`src/rtl/jump_request_handler_if.sv`:
```
// Button/window inputs and jump outputs shared between the jump handler and sprite logic.
interface jump_request_handler_if #(
    parameter int HEIGHT_W = 8
);
    logic                can_jump;
    logic                jump_btn;
    logic [HEIGHT_W-1:0] jump_height;
    logic                airborne;
    logic                jump_start;
    logic                landed;

    modport master (
        output can_jump, jump_btn,
        input  jump_height, airborne, jump_start, landed
    );

    modport slave (
        input  can_jump, jump_btn,
        output jump_height, airborne, jump_start, landed
    );
endinterface

```
`src/rtl/jump_request_handler.sv`:
```
// Synchronizes the jump button, holds a pending request until can_jump opens, and runs
// the rise/fall height sequence. Optional mid-air double jump: define DOUBLE_JUMP_EN.
module jump_request_handler #(
    parameter int RISE_STEPS   = 8,
    parameter int STEP_CYCLES  = 4,
    parameter int JUMP_STEP    = 2,
    parameter int HEIGHT_W     = 8,
    parameter int PEND_TIMEOUT = 16
) (
    input  logic                   proc_clk,
    input  logic                   reset,
    jump_request_handler_if.slave  jr
);
    // state | meaning
    // IDLE  | on the ground, waiting for a request and an open window
    // RISE  | ascending one JUMP_STEP every STEP_CYCLES cycles
    // FALL  | descending until height reaches 0
    typedef enum logic [1:0] {IDLE = 2'd0, RISE = 2'd1, FALL = 2'd2} state_t;

    localparam int SW = (STEP_CYCLES > 1) ? $clog2(STEP_CYCLES) : 1;
    localparam int RW = $clog2(RISE_STEPS + 1);
    localparam int PW = (PEND_TIMEOUT > 1) ? $clog2(PEND_TIMEOUT) : 1;
    localparam logic [SW-1:0]       STEP_LAST = SW'(STEP_CYCLES - 1);
    localparam logic [PW-1:0]       PEND_LOAD = PW'(PEND_TIMEOUT - 1);
    localparam logic [RW-1:0]       RISE_LAST = RW'(RISE_STEPS);
    localparam logic [HEIGHT_W-1:0] STEP_H    = HEIGHT_W'(JUMP_STEP);

    state_t              state, state_n;
    logic                sync1, sync2, prev;
    logic                btn_edge;
    logic [SW-1:0]       step_cnt, step_n;
    logic [RW-1:0]       rise_cnt, rise_n, rise_inc;
    logic [HEIGHT_W-1:0] height, height_n, height_up;
    logic [HEIGHT_W:0]   height_sum;
    logic                start_q, start_n;
    logic                landed_q, landed_n;
    logic                pending, pending_n;
    logic [PW-1:0]       pend_cnt, pend_cnt_n;
    logic                step_tc;
`ifdef DOUBLE_JUMP_EN
    logic                token, token_n;
`endif

    assign btn_edge   = sync2 & ~prev;
    assign step_tc    = (step_cnt == STEP_LAST);
    assign rise_inc   = rise_cnt + 1'b1;
    assign height_sum = {1'b0, height} + {1'b0, STEP_H};
    assign height_up  = height_sum[HEIGHT_W] ? {HEIGHT_W{1'b1}} : height_sum[HEIGHT_W-1:0];

    always_ff @(posedge proc_clk or posedge reset) begin
        if (reset) begin
            sync1    <= 1'b0;
            sync2    <= 1'b0;
            prev     <= 1'b0;
            state    <= IDLE;
            step_cnt <= '0;
            rise_cnt <= '0;
            height   <= '0;
            start_q  <= 1'b0;
            landed_q <= 1'b0;
            pending  <= 1'b0;
            pend_cnt <= '0;
`ifdef DOUBLE_JUMP_EN
            token    <= 1'b1;
`endif
        end else begin
            sync1    <= jr.jump_btn;
            sync2    <= sync1;
            prev     <= sync2;
            state    <= state_n;
            step_cnt <= step_n;
            rise_cnt <= rise_n;
            height   <= height_n;
            start_q  <= start_n;
            landed_q <= landed_n;
            pending  <= pending_n;
            pend_cnt <= pend_cnt_n;
`ifdef DOUBLE_JUMP_EN
            token    <= token_n;
`endif
        end
    end

    always_comb begin
        state_n    = state;
        step_n     = step_cnt;
        rise_n     = rise_cnt;
        height_n   = height;
        start_n    = 1'b0;
        landed_n   = 1'b0;
        pending_n  = pending;
        pend_cnt_n = pend_cnt;
`ifdef DOUBLE_JUMP_EN
        token_n    = token;
`endif
        // Pending lifetime: load PEND_TIMEOUT-1, drop the request after terminal count
        if (pending) begin
            if (pend_cnt == '0) pending_n = 1'b0;
            else                pend_cnt_n = pend_cnt - 1'b1;
        end

        case (state)
            IDLE: begin
                if ((pending | btn_edge) & jr.can_jump) begin
                    state_n   = RISE;
                    step_n    = '0;
                    rise_n    = '0;
                    start_n   = 1'b1;
                    pending_n = 1'b0;
                end else if (btn_edge) begin
                    pending_n  = 1'b1;
                    pend_cnt_n = PEND_LOAD;
                end
            end
            RISE: begin
                if (step_tc) begin
                    step_n   = '0;
                    height_n = height_up;
                    rise_n   = rise_inc;
                    if (rise_inc == RISE_LAST) begin
                        state_n = FALL;
                        rise_n  = '0;
                    end
                end else begin
                    step_n = step_cnt + 1'b1;
                end
            end
            FALL: begin
                if (step_tc) begin
                    step_n = '0;
                    if (height <= STEP_H) begin
                        height_n = '0;
                        state_n  = IDLE;
                        landed_n = 1'b1;
`ifdef DOUBLE_JUMP_EN
                        token_n  = 1'b1;
`endif
                    end else begin
                        height_n = height - STEP_H;
                    end
                end else begin
                    step_n = step_cnt + 1'b1;
                end
            end
            default: state_n = IDLE;
        endcase

`ifdef DOUBLE_JUMP_EN
        // A mid-air restart wins over any step or landing scheduled for the same cycle
        if ((state != IDLE) && btn_edge && jr.can_jump && token) begin
            state_n  = RISE;
            step_n   = '0;
            rise_n   = '0;
            height_n = height;
            start_n  = 1'b1;
            landed_n = 1'b0;
            token_n  = 1'b0;
        end
`endif
    end

    assign jr.jump_height = height;
    assign jr.airborne    = (state != IDLE);
    assign jr.jump_start  = start_q;
    assign jr.landed      = landed_q;
endmodule

```
`src/flat_wrapper.sv`:
```
// flat-port wrapper written by rule: the top's interface ports become plain ports
module jump_request_handler_flat 
#(
    parameter int RISE_STEPS   = 8,
    parameter int STEP_CYCLES  = 4,
    parameter int JUMP_STEP    = 2,
    parameter int HEIGHT_W     = 8,
    parameter int PEND_TIMEOUT = 16
)
  (proc_clk, reset, jr_can_jump, jr_jump_btn, jr_jump_height, jr_airborne, jr_jump_start, jr_landed);
  jump_request_handler_if #(.HEIGHT_W(HEIGHT_W)) jr_i ();
  input  logic proc_clk;
  input  logic reset;
  input wire logic [$bits(jr_i.can_jump)-1:0] jr_can_jump;
  input wire logic [$bits(jr_i.jump_btn)-1:0] jr_jump_btn;
  output wire logic [$bits(jr_i.jump_height)-1:0] jr_jump_height;
  output wire logic [$bits(jr_i.airborne)-1:0] jr_airborne;
  output wire logic [$bits(jr_i.jump_start)-1:0] jr_jump_start;
  output wire logic [$bits(jr_i.landed)-1:0] jr_landed;
  assign jr_i.can_jump = jr_can_jump;
  assign jr_i.jump_btn = jr_jump_btn;
  assign jr_jump_height = jr_i.jump_height;
  assign jr_airborne = jr_i.airborne;
  assign jr_jump_start = jr_i.jump_start;
  assign jr_landed = jr_i.landed;
  jump_request_handler #(.RISE_STEPS(RISE_STEPS), .STEP_CYCLES(STEP_CYCLES), .JUMP_STEP(JUMP_STEP), .HEIGHT_W(HEIGHT_W), .PEND_TIMEOUT(PEND_TIMEOUT)) u_core (.proc_clk(proc_clk), .reset(reset), .jr(jr_i));
endmodule
```
`config.mk`:
```
export PLATFORM = sky130hd
export DESIGN_NAME = jump_request_handler_flat
export DESIGN_NICKNAME = d
export VERILOG_FILES = /design/src/rtl/jump_request_handler_if.sv /design/src/rtl/jump_request_handler.sv /design/src/flat_wrapper.sv
export SDC_FILE = /design/constraint.sdc
export NUM_CORES = 1
export LEC_CHECK = 0
export BUFFER_PORTS_ARGS = -buffer_cell sky130_fd_sc_hd__clkbuf_2
export CAP_MARGIN = 20
export CORE_ASPECT_RATIO = 1.5
export CORE_MARGIN = 5
export CORE_UTILIZATION = 45
export DETAILED_ROUTE_END_ITERATION = 7
export GPL_TIMING_DRIVEN = 0
export PLACE_DENSITY = 0.74
export SYNTH_ARGS = -nofsm -noshare
export SYNTH_HDL_FRONTEND = slang
export SYNTH_SLANG_ARGS = --single-unit
```
`constraint.sdc`:
```
create_clock -name proc_clk -period 3.2 [get_ports proc_clk]
set_input_delay 0.8 -clock proc_clk [delete_from_list [all_inputs] [get_ports proc_clk]]
set_output_delay 0.8 -clock proc_clk [all_outputs]
set_load 0.01 [all_outputs]
```
==> out/qor.yml <==
outcome:
  status: "complete, no violations"
clock_network:
  clockRootBuffer: "clkbuf_8"
  cts_tree: "built"
  worstSkewPairLatency_ns: 0.27
  post_cts_resized: 0
  cts_buffer_depth: 2
  hold_buffers: 0
  cts_setup_buffers: 0
  cts_buffers: 3
  clk_pin_slew_ns: 0.09
  h-tree-depth: 1
  cts.sinks: 26
synthesis:
  synth_common_cells: "dfrtp_1 (26), nand2_1 (17), inv_1 (12), nor2_1 (12), o21ai_0 (11)"
  synthArstFlopShare: 1.00
  synth_cells: 172
  synthFlopType: "dfrtp_1"
  yosysTopAreaCell: "dfrtp_1"
  syn_avg_cell_area_um2: 9.40
  synth.most_common_cell: "dfrtp_1"
  syn-num-nets: 185
  yosys_warnings: 0
  syn_area_mm2: 0.00162
  ys_seq_area_frac: 0.402
  yosysTopAreaCellShare: 0.402
  synth_edf_count: 0
  synth_area_leaders: "dfrtp_1 (40%), ha_1 (7.0%), nand2_1 (3.9%)"
  yosys.cell_types.count: 51
  synth-seq-cells: 26
worst_setup_path:
  cpMaxStageDelayCell: "dfrtp_1"
  cp_cell_sequence: "inv_1, ha_1, clkbuf_1, inv_1, clkbuf_2"
  cpPeakStageDelay_ns: 0.41
  arrival_ns: 1.45
  required_ns: 2.40
  cp.depth: 5
  crit_top_cell: "inv_1"
  critPathKind: "reg -> out"
  critPathLaunchType: "flop"
  worst-path-buf-inv: 4
  critical_path_peak_fanout: 9
  r2r_cells: 6
  critPathTopFamily: "buffers and inverters"
  cp-end-kind: "output pin"
timing:
  setup_tns_ns: 0
  fin_crit_sh: 0.703
  clock.fmax_mhz: 444
  whs_ns: 0.359
  finalHoldViolations: 0
  setup_ws_ns: 0.950
  relSlewSlack: 0.625
  setup_viol_count_final: 0
  finalMaxSlewViolations: 0
  fin_crit_ns: 2.25
  worst_pin_slew_ns: 0.557
  skew_ns: 0.00257
  rsz0062_at_grt: "no"
routing:
  drt_pass1_iterations: 4
  remaining_drc_errors: 0
  vias_per_cell: 5.86
  detail_route.wl_per_cell_um: 14.1
  drt_iter0_drc: 54
  ant_nets: 0
  wirelength_um: 3290
  vias: 1366
grt:
  grt_pass1_wl_um: 5870
  antenna_found_initial: 0
  grt_max_degree: 27
  grt_pass1_vias: 1378
  grt_usage: 0.146
  grt_overflow: 0
cells_and_area:
  diodes: 0
  synthToLayoutAreaGrowth_pct: 13.7
  fillers: 360
  final_cell_area_mm2: 0.00184
  drive_above_1_share: 0.162
  nNetsFinal: 205
  fin_util: 0.533
placed_design:
  place_area_mm2: 0.00174
  post-dp-hpwl_um: 2480
  gp_congestion: 0.894
  pre_cts_slack_ns: 1.22
  io_buffers: 14
hold_path:
  hold_path.class: "reg -> reg"
  hold_depth: 0
floorplan:
  die_width_um: 58.9
  die_h_um: 83.4
  rows: 26
  ioPinCount: 15
  die-area_mm2: 0.00492
  initial_utilization: 0.469
  coreArea_mm2: 0.00345
power:
  p_leak_nw: 0.827
  ir_drop_v: 0.000432
  p_per_area_mw_per_mm2: 715
run:
  drv_cap: 0
registers in the layout, indices dropped and copies added, names as in the netlist:
| signal | count |
|---|---|
| u_core.jr.jump_height | 8 |
| u_core.pend_cnt | 4 |
| u_core.rise_cnt | 4 |
| u_core.state | 2 |
| u_core.step_cnt | 2 |
| u_core.jr.jump_start | 1 |
| u_core.jr.landed | 1 |
| u_core.pending | 1 |
| u_core.prev | 1 |
| u_core.sync1 | 1 |
| u_core.sync2 | 1 |
worst register-to-register path, stage by stage (launching register included):
cell and delay, ns:
dfrtp_1 0.41, inv_1 0.09, ha_1 0.32, clkbuf_1 0.38, nand4_1 0.22, o311ai_0 0.37
o31ai_1 0.13
power by group:
| group | internal (mW) | total (mW) | switching [mW] |
|---|---|---|---|
| sequential | 0.410 | 0.495 | 0.0840 |
| clock | 0.167 | 0.269 | 0.102 |
| combinational | 0.238 | 0.550 | 0.311 |
metal layers:
layer  vias up  global-route usage  part of all wire
li1        668                   -                 -
met1       652               0.173              0.41
met2        35               0.260              0.53
met3        11              0.0155             0.033
met4         0              0.0515             0.027
met5         -                   0                 0
cell type report:
cell class | count | area, µm² | share of cell area
inverters | 12 | 45.0 | 0.0245
clock buffers | 3 | 41.3 | 0.0225
repair buffers | 15 | 97.6 | 0.0531
flip-flops and latches | 26 | 651 | 0.354
plain buffers | 9 | 41.3 | 0.0225
multi-input cells | 125 | 880 | 0.479
well taps | 42 | 52.6 | 0.0286
clock inverters | 1 | 30.0 | 0.0163
path summary, 6_finish.rpt:
path                                        startpoint                              endpoint  slack, ns
hold / removal                  u_core.sync1$_DFF_PP0_                u_core.sync2$_DFF_PP0_       0.36
max in group asynchronous                        reset           u_core.state[0]$_DFFE_PP0P_       2.34
hold reg to reg                 u_core.sync1$_DFF_PP0_                u_core.sync2$_DFF_PP0_       0.36
setup / recovery           u_core.state[0]$_DFFE_PP0P_                           jr_airborne       0.95
setup reg to reg           u_core.state[0]$_DFFE_PP0P_  u_core.jr.jump_height[6]$_DFFE_PP0P_       1.15
min in group asynchronous                        reset  u_core.jr.jump_height[6]$_DFFE_PP0P_       0.46
stage by stage:
step / total power [mW] / cells
floorplan: 0.909 / 172
global placement: 1.04 / 228
detailed placement: 1.05 / 228
CTS: 1.33 / 232
global route: 1.42 / 233
finish: 1.31 / 233
placed cells by master (no fill, tap or decap), types with 2 or more instances in the layout:
cell / instances
o2bb2ai_1: 3
nand4_1: 4
o211ai_1: 3
a22o_1: 3
a31oi_1: 2
nand3_1: 4
ha_1: 9
inv_1: 12
a21oi_1: 5
o31ai_1: 2
dfrtp_1: 26
nor2_1: 12
and3_1: 3
o21ai_0: 11
xor2_1: 2
o32a_1: 2
nor2b_1: 3
a21bo_2: 2
clkbuf_2: 14
clkbuf_1: 8
nand2_1: 17
mux2i_1: 2
and2_1: 2
a32o_1: 2
clkbuf_8: 3
nor3_1: 6
kinds of logic after synthesis:
logic type / Yosys count / synth area share
flops: 26 / 0.402
compound gates: 48 / 0.231
xor+xnor: 3 / 0.0163
fa+ha+maj: 9 / 0.0697
simple gates: 63 / 0.215
buf+inv: 21 / 0.0534
mux: 2 / 0.0124
No activity file was read; power rests on OpenSTA's default activity.
